===== config.mk =====
export PLATFORM = sky130hd
export DESIGN_NAME = id_ex_operand_stage_flat
export DESIGN_NICKNAME = d
export VERILOG_FILES = /design/src/rtl/id_ex_operand_stage_if.sv /design/src/rtl/id_ex_operand_stage.sv /design/src/flat_wrapper.sv
export SDC_FILE = /design/constraint.sdc
export NUM_CORES = 1
export LEC_CHECK = 0
export ABC_AREA = 1
export CAP_MARGIN = 15
export CORE_AREA = 4 4 153 155
export CTS_CLUSTER_DIAMETER = 30
export DETAILED_ROUTE_END_ITERATION = 8
export DIE_AREA = 0 0 157 159
export PLACE_DENSITY = 0.7
export SLEW_MARGIN = 20
export SYNTH_ARGS = -nofsm -noshare
export SYNTH_HDL_FRONTEND = slang
export SYNTH_SLANG_ARGS = --single-unit

===== constraint.sdc =====
create_clock -name i_clk -period 2.2 [get_ports i_clk]
set_input_delay 0.44 -clock i_clk [delete_from_list [all_inputs] [get_ports i_clk]]
set_output_delay 0.44 -clock i_clk [all_outputs]
set_load 0.05 [all_outputs]

===== src/rtl/id_ex_operand_stage_if.sv =====
// Bundle between decode, register-file read port, MEM/WB bypass sources and execute.
// slave is the ID/EX stage; master is everything around it.
interface id_ex_operand_stage_if #(
   parameter int XLEN  = 32,
   parameter int CNT_W = 16
);
   logic             i_id_valid;
   logic             o_id_ready;
   logic [4:0]       i_id_rs1;
   logic [4:0]       i_id_rs2;
   logic [4:0]       i_id_rd;
   logic             i_id_use_rs1;
   logic             i_id_use_rs2;
   logic             i_id_rd_we;
   logic             i_id_is_load;
   logic [XLEN-1:0]  i_id_imm;
   logic [XLEN-1:0]  i_id_pc;
   logic [4:0]       o_rf_a1;
   logic [4:0]       o_rf_a2;
   logic [XLEN-1:0]  i_rf_rd1;
   logic [XLEN-1:0]  i_rf_rd2;
   logic             i_mem_valid;
   logic             i_mem_we;
   logic [4:0]       i_mem_rd;
   logic [XLEN-1:0]  i_mem_data;
   logic             i_wb_valid;
   logic             i_wb_we;
   logic [4:0]       i_wb_rd;
   logic [XLEN-1:0]  i_wb_data;
   logic             i_ex_ready;
   logic             i_flush;
   logic             o_ex_valid;
   logic [XLEN-1:0]  o_ex_rs1_val;
   logic [XLEN-1:0]  o_ex_rs2_val;
   logic [4:0]       o_ex_rd;
   logic [4:0]       o_ex_rs1;
   logic [4:0]       o_ex_rs2;
   logic             o_ex_rd_we;
   logic             o_ex_is_load;
   logic [XLEN-1:0]  o_ex_imm;
   logic [XLEN-1:0]  o_ex_pc;
   logic [CNT_W-1:0] o_lu_stall_cnt;

   modport slave (
      input  i_id_valid, i_id_rs1, i_id_rs2, i_id_rd, i_id_use_rs1, i_id_use_rs2,
             i_id_rd_we, i_id_is_load, i_id_imm, i_id_pc, i_rf_rd1, i_rf_rd2,
             i_mem_valid, i_mem_we, i_mem_rd, i_mem_data,
             i_wb_valid, i_wb_we, i_wb_rd, i_wb_data, i_ex_ready, i_flush,
      output o_id_ready, o_rf_a1, o_rf_a2, o_ex_valid, o_ex_rs1_val, o_ex_rs2_val,
             o_ex_rd, o_ex_rs1, o_ex_rs2, o_ex_rd_we, o_ex_is_load, o_ex_imm, o_ex_pc,
             o_lu_stall_cnt
   );

   modport master (
      output i_id_valid, i_id_rs1, i_id_rs2, i_id_rd, i_id_use_rs1, i_id_use_rs2,
             i_id_rd_we, i_id_is_load, i_id_imm, i_id_pc, i_rf_rd1, i_rf_rd2,
             i_mem_valid, i_mem_we, i_mem_rd, i_mem_data,
             i_wb_valid, i_wb_we, i_wb_rd, i_wb_data, i_ex_ready, i_flush,
      input  o_id_ready, o_rf_a1, o_rf_a2, o_ex_valid, o_ex_rs1_val, o_ex_rs2_val,
             o_ex_rd, o_ex_rs1, o_ex_rs2, o_ex_rd_we, o_ex_is_load, o_ex_imm, o_ex_pc,
             o_lu_stall_cnt
   );
endinterface


===== src/rtl/id_ex_operand_stage.sv =====
// ID/EX register; operands resolved combinationally from 1-cycle RF data plus MEM/WB bypass.
// Holds while execute stalls; a load-use match inserts one bubble and drops o_id_ready.
module id_ex_operand_stage #(
   parameter int XLEN  = 32,
   parameter int CNT_W = 16
) (
   input logic                i_clk,
   input logic                i_rst,
   id_ex_operand_stage_if.slave bus
);
   typedef struct packed {
      logic [4:0]      rd;
      logic [4:0]      rs1;
      logic [4:0]      rs2;
      logic            rd_we;
      logic            is_load;
      logic [XLEN-1:0] imm;
      logic [XLEN-1:0] pc;
   } ex_fields_t;

   localparam logic [CNT_W-1:0] CNT_ONE = 1;

   ex_fields_t       ex_q;
   ex_fields_t       id_d;
   logic             ex_vld_q;
   logic [CNT_W-1:0] lu_cnt_q;
   logic             free;
   logic             hazard;
   logic             advance;
   logic             rs1_hit;
   logic             rs2_hit;
   logic             mem_fwd;
   logic             wb_fwd;

   always_comb begin
      id_d         = '0;
      id_d.rd      = bus.i_id_rd;
      id_d.rs1     = bus.i_id_rs1;
      id_d.rs2     = bus.i_id_rs2;
      id_d.rd_we   = bus.i_id_rd_we;
      id_d.is_load = bus.i_id_is_load;
      id_d.imm     = bus.i_id_imm;
      id_d.pc      = bus.i_id_pc;
   end

   assign free    = bus.i_ex_ready | ~ex_vld_q;
   assign rs1_hit = bus.i_id_use_rs1 & (bus.i_id_rs1 == ex_q.rd);
   assign rs2_hit = bus.i_id_use_rs2 & (bus.i_id_rs2 == ex_q.rd);
   assign hazard  = ex_vld_q & ex_q.is_load & ex_q.rd_we & (ex_q.rd != 5'd0)
                  & bus.i_id_valid & (rs1_hit | rs2_hit);
   assign advance = free & ~hazard & ~bus.i_flush;

   // Flushed decode instructions are consumed so decode never stalls on a kill.
   assign bus.o_id_ready = bus.i_flush | (free & ~hazard);

   // A held EX register keeps re-reading its own sources so writebacks land in rf data.
   assign bus.o_rf_a1 = advance ? bus.i_id_rs1 : ex_q.rs1;
   assign bus.o_rf_a2 = advance ? bus.i_id_rs2 : ex_q.rs2;

   always_ff @(posedge i_clk or negedge i_rst) begin
      if (!i_rst) begin
         ex_vld_q <= 1'b0;
         ex_q     <= '0;
         lu_cnt_q <= '0;
      end else if (bus.i_flush) begin
         ex_vld_q <= 1'b0;
      end else if (free & hazard) begin
         ex_vld_q <= 1'b0;
         if (lu_cnt_q != '1) lu_cnt_q <= lu_cnt_q + CNT_ONE;
      end else if (advance) begin
         ex_q     <= id_d;
         ex_vld_q <= bus.i_id_valid;
      end
   end

   // MEM never carries load data here: the bubble keeps a consumer out of EX until the load is in WB.
   function automatic logic [XLEN-1:0] resolve(
      input logic [4:0]      idx,
      input logic [XLEN-1:0] rf_dat,
      input logic            mem_en,
      input logic [4:0]      mem_rd,
      input logic [XLEN-1:0] mem_dat,
      input logic            wb_en,
      input logic [4:0]      wb_rd,
      input logic [XLEN-1:0] wb_dat
   );
      logic [XLEN-1:0] val;
      val = rf_dat;
      if (idx == 5'd0)                     val = '0;
      else if (mem_en && (mem_rd == idx))  val = mem_dat;
      else if (wb_en && (wb_rd == idx))    val = wb_dat;
      return val;
   endfunction

   assign mem_fwd = bus.i_mem_valid & bus.i_mem_we;
   assign wb_fwd  = bus.i_wb_valid & bus.i_wb_we;

   assign bus.o_ex_rs1_val = resolve(ex_q.rs1, bus.i_rf_rd1, mem_fwd, bus.i_mem_rd, bus.i_mem_data,
                                     wb_fwd, bus.i_wb_rd, bus.i_wb_data);
   assign bus.o_ex_rs2_val = resolve(ex_q.rs2, bus.i_rf_rd2, mem_fwd, bus.i_mem_rd, bus.i_mem_data,
                                     wb_fwd, bus.i_wb_rd, bus.i_wb_data);

   assign bus.o_ex_valid     = ex_vld_q;
   assign bus.o_ex_rd        = ex_q.rd;
   assign bus.o_ex_rs1       = ex_q.rs1;
   assign bus.o_ex_rs2       = ex_q.rs2;
   assign bus.o_ex_rd_we     = ex_q.rd_we;
   assign bus.o_ex_is_load   = ex_q.is_load;
   assign bus.o_ex_imm       = ex_q.imm;
   assign bus.o_ex_pc        = ex_q.pc;
   assign bus.o_lu_stall_cnt = lu_cnt_q;
endmodule


===== src/flat_wrapper.sv =====
// flat-port wrapper written by rule: the top's interface ports become plain ports
module id_ex_operand_stage_flat 
#(
   parameter int XLEN  = 32,
   parameter int CNT_W = 16
)
  (i_clk, i_rst, bus_i_id_valid, bus_i_id_rs1, bus_i_id_rs2, bus_i_id_rd, bus_i_id_use_rs1, bus_i_id_use_rs2, bus_i_id_rd_we, bus_i_id_is_load, bus_i_id_imm, bus_i_id_pc, bus_i_rf_rd1, bus_i_rf_rd2, bus_i_mem_valid, bus_i_mem_we, bus_i_mem_rd, bus_i_mem_data, bus_i_wb_valid, bus_i_wb_we, bus_i_wb_rd, bus_i_wb_data, bus_i_ex_ready, bus_i_flush, bus_o_id_ready, bus_o_rf_a1, bus_o_rf_a2, bus_o_ex_valid, bus_o_ex_rs1_val, bus_o_ex_rs2_val, bus_o_ex_rd, bus_o_ex_rs1, bus_o_ex_rs2, bus_o_ex_rd_we, bus_o_ex_is_load, bus_o_ex_imm, bus_o_ex_pc, bus_o_lu_stall_cnt);
  id_ex_operand_stage_if #(.XLEN(XLEN), .CNT_W(CNT_W)) bus_i ();
  input logic i_clk;
  input logic i_rst;
  input wire logic [$bits(bus_i.i_id_valid)-1:0] bus_i_id_valid;
  input wire logic [$bits(bus_i.i_id_rs1)-1:0] bus_i_id_rs1;
  input wire logic [$bits(bus_i.i_id_rs2)-1:0] bus_i_id_rs2;
  input wire logic [$bits(bus_i.i_id_rd)-1:0] bus_i_id_rd;
  input wire logic [$bits(bus_i.i_id_use_rs1)-1:0] bus_i_id_use_rs1;
  input wire logic [$bits(bus_i.i_id_use_rs2)-1:0] bus_i_id_use_rs2;
  input wire logic [$bits(bus_i.i_id_rd_we)-1:0] bus_i_id_rd_we;
  input wire logic [$bits(bus_i.i_id_is_load)-1:0] bus_i_id_is_load;
  input wire logic [$bits(bus_i.i_id_imm)-1:0] bus_i_id_imm;
  input wire logic [$bits(bus_i.i_id_pc)-1:0] bus_i_id_pc;
  input wire logic [$bits(bus_i.i_rf_rd1)-1:0] bus_i_rf_rd1;
  input wire logic [$bits(bus_i.i_rf_rd2)-1:0] bus_i_rf_rd2;
  input wire logic [$bits(bus_i.i_mem_valid)-1:0] bus_i_mem_valid;
  input wire logic [$bits(bus_i.i_mem_we)-1:0] bus_i_mem_we;
  input wire logic [$bits(bus_i.i_mem_rd)-1:0] bus_i_mem_rd;
  input wire logic [$bits(bus_i.i_mem_data)-1:0] bus_i_mem_data;
  input wire logic [$bits(bus_i.i_wb_valid)-1:0] bus_i_wb_valid;
  input wire logic [$bits(bus_i.i_wb_we)-1:0] bus_i_wb_we;
  input wire logic [$bits(bus_i.i_wb_rd)-1:0] bus_i_wb_rd;
  input wire logic [$bits(bus_i.i_wb_data)-1:0] bus_i_wb_data;
  input wire logic [$bits(bus_i.i_ex_ready)-1:0] bus_i_ex_ready;
  input wire logic [$bits(bus_i.i_flush)-1:0] bus_i_flush;
  output wire logic [$bits(bus_i.o_id_ready)-1:0] bus_o_id_ready;
  output wire logic [$bits(bus_i.o_rf_a1)-1:0] bus_o_rf_a1;
  output wire logic [$bits(bus_i.o_rf_a2)-1:0] bus_o_rf_a2;
  output wire logic [$bits(bus_i.o_ex_valid)-1:0] bus_o_ex_valid;
  output wire logic [$bits(bus_i.o_ex_rs1_val)-1:0] bus_o_ex_rs1_val;
  output wire logic [$bits(bus_i.o_ex_rs2_val)-1:0] bus_o_ex_rs2_val;
  output wire logic [$bits(bus_i.o_ex_rd)-1:0] bus_o_ex_rd;
  output wire logic [$bits(bus_i.o_ex_rs1)-1:0] bus_o_ex_rs1;
  output wire logic [$bits(bus_i.o_ex_rs2)-1:0] bus_o_ex_rs2;
  output wire logic [$bits(bus_i.o_ex_rd_we)-1:0] bus_o_ex_rd_we;
  output wire logic [$bits(bus_i.o_ex_is_load)-1:0] bus_o_ex_is_load;
  output wire logic [$bits(bus_i.o_ex_imm)-1:0] bus_o_ex_imm;
  output wire logic [$bits(bus_i.o_ex_pc)-1:0] bus_o_ex_pc;
  output wire logic [$bits(bus_i.o_lu_stall_cnt)-1:0] bus_o_lu_stall_cnt;
  assign bus_i.i_id_valid = bus_i_id_valid;
  assign bus_i.i_id_rs1 = bus_i_id_rs1;
  assign bus_i.i_id_rs2 = bus_i_id_rs2;
  assign bus_i.i_id_rd = bus_i_id_rd;
  assign bus_i.i_id_use_rs1 = bus_i_id_use_rs1;
  assign bus_i.i_id_use_rs2 = bus_i_id_use_rs2;
  assign bus_i.i_id_rd_we = bus_i_id_rd_we;
  assign bus_i.i_id_is_load = bus_i_id_is_load;
  assign bus_i.i_id_imm = bus_i_id_imm;
  assign bus_i.i_id_pc = bus_i_id_pc;
  assign bus_i.i_rf_rd1 = bus_i_rf_rd1;
  assign bus_i.i_rf_rd2 = bus_i_rf_rd2;
  assign bus_i.i_mem_valid = bus_i_mem_valid;
  assign bus_i.i_mem_we = bus_i_mem_we;
  assign bus_i.i_mem_rd = bus_i_mem_rd;
  assign bus_i.i_mem_data = bus_i_mem_data;
  assign bus_i.i_wb_valid = bus_i_wb_valid;
  assign bus_i.i_wb_we = bus_i_wb_we;
  assign bus_i.i_wb_rd = bus_i_wb_rd;
  assign bus_i.i_wb_data = bus_i_wb_data;
  assign bus_i.i_ex_ready = bus_i_ex_ready;
  assign bus_i.i_flush = bus_i_flush;
  assign bus_o_id_ready = bus_i.o_id_ready;
  assign bus_o_rf_a1 = bus_i.o_rf_a1;
  assign bus_o_rf_a2 = bus_i.o_rf_a2;
  assign bus_o_ex_valid = bus_i.o_ex_valid;
  assign bus_o_ex_rs1_val = bus_i.o_ex_rs1_val;
  assign bus_o_ex_rs2_val = bus_i.o_ex_rs2_val;
  assign bus_o_ex_rd = bus_i.o_ex_rd;
  assign bus_o_ex_rs1 = bus_i.o_ex_rs1;
  assign bus_o_ex_rs2 = bus_i.o_ex_rs2;
  assign bus_o_ex_rd_we = bus_i.o_ex_rd_we;
  assign bus_o_ex_is_load = bus_i.o_ex_is_load;
  assign bus_o_ex_imm = bus_i.o_ex_imm;
  assign bus_o_ex_pc = bus_i.o_ex_pc;
  assign bus_o_lu_stall_cnt = bus_i.o_lu_stall_cnt;
  id_ex_operand_stage #(.XLEN(XLEN), .CNT_W(CNT_W)) u_core (.i_clk(i_clk), .i_rst(i_rst), .bus(bus_i));
endmodule

[After elaboration in Yosys (flattened, before gate mapping)]
Index checks and enable logic that the tools add are counted.
Word-level totals
  flip-flop bits (word level): 98
  output and inout port bits: 173
Operators by class
  add/sub/neg operators: 1
  equality and inequality tests: 7
  mux-type cells: 11
  bitwise logic cells: 19
  reduce and logical (&&, ||, !) cells: 10
Operators by type and width (count)
  $mux W32: 6
  $eq A5 B5 Y1: 6
  $add A16 B1 Y16 const B: 1
  $ne A16 B16 Y1 const B: 1
  $and A1 B1 Y1: 12
  $logic_not A5 Y1: 2
  $mux W5: 2
  $reduce_and A3 Y1: 2
  $reduce_bool A5 Y1: 1
  $logic_and A1 B1 Y1: 4
  $not A1 Y1: 4
  $mux W1: 3
  $or A1 B1 Y1: 3
  $reduce_bool A3 Y1: 1

[Longest topological paths before layout]
  word-level depth: 11
  gate-level depth with buffers: 11
  gate-level depth less buffers: 10

[Worst setup path before layout]
OpenSTA, ideal clock, no wires.
  kind: flip-flop to output port
  from: register u_core.ex_q (netlist bit u_core.bus.o_ex_rd[3])
  to: output port bus_o_rf_a1[3]
  arrival time: 1.958 ns
  required time: 1.760 ns
  path slack: -0.198 ns
  stages on the path, launching flop included: 12
  cells stage by stage: dfrtp_1 inv_1 nand2_1 nand2_1 nor2_1 nand3_1 nand2_2 nand2_4 nand3_4 buf_4 nand2_1 nand2_1
Between the ends
  word-level cells in the longest chain between the ends: 8
  elaborated cells between the ends (all ways): 13
  classes of those cells: 2 x eq/ne; 1 x mux; 9 x bitwise; 1 x reduce/logical
RTL lines
  start: declaration: RTL line id_ex_operand_stage.sv:23  | ex_fields_t ex_q;
  start signal: assignment: RTL line id_ex_operand_stage.sv:71  | ex_q <= id_d;
  $eq A5 B5 Y1, or another cell as far along: RTL line id_ex_operand_stage.sv:47  | assign rs1_hit = bus.i_id_use_rs1 & (bus.i_id_rs1 == ex_q.rd);
  $and A1 B1 Y1, on equally long branches: RTL line id_ex_operand_stage.sv:47, id_ex_operand_stage.sv:48, id_ex_operand_stage.sv:49
  $or A1 B1 Y1 / $and A1 B1 Y1 (equally long branches): RTL line id_ex_operand_stage.sv:50  | & bus.i_id_valid & (rs1_hit | rs2_hit);
  $and A1 B1 Y1 (*): RTL line id_ex_operand_stage.sv:50
  $not A1 Y1 (*): RTL line id_ex_operand_stage.sv:51  | assign advance = free & ~hazard & ~bus.i_flush;
  $and A1 B1 Y1 (*) (2 in series): RTL line id_ex_operand_stage.sv:51
  $mux W5 (*): RTL line id_ex_operand_stage.sv:57  | assign bus.o_rf_a1 = advance ? bus.i_id_rs1 : ex_q.rs1;
  end: declaration: RTL line flat_wrapper.sv:34  | output wire logic [$bits(bus_i.o_rf_a1)-1:0] bus_o_rf_a1;
Mark *: on every way between the ends. The rest lies on a longest branch, timed or not.

[Final worst setup path]
  from: register u_core.ex_q (netlist bit u_core.bus.o_ex_rs1[3])
  to: output port bus_o_ex_rs1_val[10]
Between the ends
  word-level cells in the longest chain between the ends: 5
  elaborated cells between the ends (all ways): 8
  classes of those cells: 2 x eq/ne; 3 x mux; 3 x reduce/logical
RTL lines
  $eq A5 B5 Y1: RTL line id_ex_operand_stage.sv:91  | else if (wb_en && (wb_rd == idx)) val = wb_dat;
  $logic_and A1 B1 Y1: RTL line id_ex_operand_stage.sv:91
  $mux W32: RTL line id_ex_operand_stage.sv:91
  $mux W32: RTL line id_ex_operand_stage.sv:90  | else if (mem_en && (mem_rd == idx)) val = mem_dat;
  $mux W32 (*): RTL line id_ex_operand_stage.sv:89  | if (idx == 5'd0) val = '0;
  end: declaration: RTL line flat_wrapper.sv:37  | output wire logic [$bits(bus_i.o_ex_rs1_val)-1:0] bus_o_ex_rs1_val;
Marks and branches as above.

==> flow_metrics.py <==
metrics = {
    "yosys": {
        "seq_area_frac_synth": 0.343,
        "synthDistinctLibCells": 28,
        "synth-edff-count": 0,
        "synth_xor_xnor_area_share": 0.0209,
        "synth_commonest_cells": "412 x nand2_1, 164 x nor2_1, 147 x nand4_1",
        "synth_nets": 1361,
        "ys_warn_count": 0,
        "synthAdderAreaFrac": 0.00175,
        "netlist.area_leader.share": 0.343,
        "synth.area.mux_share": 0,
        "synth_top_cell_by_area": "dfrtp_1",
        "synth.most_common_cell": "nand2_1",
        "synth_top_family_by_area": "simple AND/OR/NAND/NOR gates",
        "synth-simple-area-share": 0.514,
        "synthFlopType": "dfrtp_1",
        "ys_async_sr_fraction": 1.00,
        "syn_avg_cell_area_sq_um": 6.32,
        "yosys-top-cells-area": "dfrtp_1 34%, nand2_1 22%, nand4_1 13%",
        "syn_area_sq_um": 7140,
        "ys_ff_latch": 98,
        "syn_inst": 1130,
        "synth_compound_area_frac": 0.00789,
    },
    "die": {
        "rows": 54,
        "die_w_microns": 157,
        "initial_core_util": 0.327,
        "fp.dieArea_sq_um": 25000,
        "core_area_sq_um": 21800,
        "die-height_microns": 159,
        "ios": 403,
    },
    "finish": {
        "multi_input_area_sq_um": 4660,
        "fin_nets": 1820,
        "syn2layout_area_growth_pct": 98.6,
        "finish.utilization": 0.650,
        "n_fill_cell": 1790,
        "layout-drive-gt1-share": 0.307,
        "seq_area_sq_um": 2470,
        "final_cell_area_sq_um": 14200,
    },
    "detailed_routing": {
        "num_vias": 9789,
        "firstDrtPassIters": 5,
        "ant_nets": 0,
        "routed_wl_mm": 37.0,
        "wl_per_cell_microns": 19.7,
        "drtIter0Drc": 674,
        "drc": 0,
        "vias_per_cell": 5.22,
    },
    "sta": {
        "period_share": 1.17,
        "max_freq_ghz": 0.390,
        "report.final.setup_viol": 75,
        "rsz0062_at_grt": "true",
        "fin_skew_ps": 19.7,
        "setup_ws_ps": -366,
        "period_minus_slack_ps": 2570,
        "worst_slew_pin_slew_ps": 568,
        "hold_slack_ps": 138,
        "hold_viol": 0,
        "maxSlewHeadroom": 0.620,
        "slew_violations": 0,
    },
    "pwr": {
        "peakVddDrop_v": 0.000437,
        "powerDensity_nw_per_um2": 550,
        "total_power_w": 0.00779,
        "p_leak_nw": 6.83,
    },
    "run": {
        "maxCapViolCount": 0,
    },
    "critical_path": {
        "arrival_ps": 2130,
        "cp-start-kind": "flop",
        "critPathCaptureType": "primary output",
        "crit_type": "flop to primary output",
        "critPathMaxFanout": 8,
        "critPathRequiredTime_ps": 1760,
    },
    "placement": {
        "port_buffers": 402,
        "dpl_cell_area_sq_um": 11800,
        "dpl.hpwl_mm": 25.1,
        "routabilityCongestion": 0.959,
    },
    "grt": {
        "grt_pass1_wl_mm": 54.8,
        "grt_max_degree": 99,
        "grt.overflow.total": 0,
        "track_usage": 0.277,
        "antenna_found_initial": 1,
        "grt_pass1_vias": 9610,
    },
    "clock_network": {
        "cts_buffers": 9,
        "clk_path_buf_depth": 2,
        "clk_latency_ps": 350,
        "clock-sinks": 98,
        "h-tree-depth": 3,
        "root_buffer": "clkbuf_16",
        "clkTransAtPathRegs_ps": 80,
        "cts_tree": "built",
    },
    "run_status": {
        "violations": "negative setup slack",
        "status": "complete, but fails checks",
    },
    "hold_path": {
        "hold_class": "input pin to asynchronous set/reset pin",
    },
}
[worst max-delay path, stage by stage, from the launching register on]
cell and delay, ps:
dfrtp_2 460, nand2_1 100, nand2_2 70, nor3_4 200, buf_6 180, buf_12 120
buf_16 140, nand4_1 130, nand3_2 110, nand2_2 60, clkinvlp_4 70, buf_8 130
[final timing paths]
kind                                                    start                                   to  slack [ps]  depth (start not counted)
hold reg to reg             u_core.bus.o_ex_pc[1]$_DFFE_PN0P_    u_core.bus.o_ex_pc[1]$_DFFE_PN0P_         470                          2
hold / removal                                          i_rst   u_core.bus.o_ex_imm[9]$_DFFE_PN0P_         140                          2
min in group i_clk          u_core.bus.o_ex_pc[1]$_DFFE_PN0P_    u_core.bus.o_ex_pc[1]$_DFFE_PN0P_         470                          2
setup reg to reg            u_core.bus.o_ex_rd[1]$_DFFE_PN0P_  u_core.bus.o_ex_imm[22]$_DFFE_PN0P_         210                         12
setup / recovery           u_core.bus.o_ex_rs1[3]$_DFFE_PN0P_                 bus_o_ex_rs1_val[10]        -370                         11
max in group asynchronous                               i_rst    u_core.bus.o_ex_rd[4]$_DFFE_PN0P_        1620                          2
[area by class of cell]
cell class / count / area share
timing repair buffer: 527 / 0.413
multi-input combinational: 850 / 0.329
sequential: 98 / 0.174
inverter: 103 / 0.0358
tap: 280 / 0.0247
clock buffer: 10 / 0.0169
clock inverter: 6 / 0.00591
antenna: 2 / 0.000353
[sequential cells by signal, indices dropped and copies added (netlist names)]
register,count
u_core.bus.o_ex_valid,1
u_core.bus.o_ex_rd_we,1
u_core.bus.o_ex_imm,32
u_core.bus.o_lu_stall_cnt,16
u_core.bus.o_ex_rs2,5
u_core.bus.o_ex_pc,32
u_core.bus.o_ex_is_load,1
u_core.bus.o_ex_rs1,5
u_core.bus.o_ex_rd,5
[layout by cell type, fill, tap and decap left out, types with 13 or more instances in the layout]
master / n
clkinvlp_4: 31
nor2_2: 28
buf_6: 57
nand2_1: 323
nand3_1: 45
nand3_2: 34
dfrtp_2: 17
nor2_4: 15
inv_2: 28
buf_4: 72
buf_8: 44
nor2_1: 124
nand2_2: 64
clkbuf_16: 13
nand4_1: 147
buf_16: 13
dfrtp_1: 81
buf_12: 21
dlygate4sd2_1: 24
inv_1: 42
clkdlybuf4s50_1: 289
nand2_4: 27
[report_power, final]
group,internal (W),leakage (nW),switching (W)
sequential,0.00198,1.21,0.000134
combinational,0.00157,5.47,0.00241
clock,0.000940,0.158,0.000765
total,0.00449,6.83,0.00331
[kinds of logic (layout without fill, tap and decap cells)]
group / Yosys count / in the layout
and+or+nand+nor: 822 / 822
AOI/OAI and AO/OA: 10 / 10
buffers and inverters: 182 / 646
xor gates and xnor gates: 17 / 17
other: 0 / 2
DFF: 98 / 98
adders and majority gates: 1 / 1
[per-stage QoR]
stage,worst slack (ps),setup TNS (ps),cells
2_1_floorplan,-19.1,-19.1,1130
3_3_place_gp,-499,-41960,1807
3_5_place_dp,-513,-43270,1807
4_1_cts,-361,-20800,1866
5_1_grt,-447,-27860,1874
6_report,-366,-20090,1876
[timing repair]
item	4_1_cts	5_1_grt
setup endpoints to repair	75	77
gates resized for setup	282	143
setup buffers	29	8
pin swaps	57	63
cloned	15	4
hold buffers	0	0
[layer usage]
layer  routed length (microns)  part of all wire  global-route usage  up-vias
met3                      3890              0.10              0.0848      143
met5                        13           0.00035                   0        -
met2                     17500              0.47               0.458      542
met4                      2340             0.063               0.150        2
met1                     13200              0.36               0.318     4516
li1                          -                 -                   -     4586
Note: power is estimated with default switching activity, not from simulation.
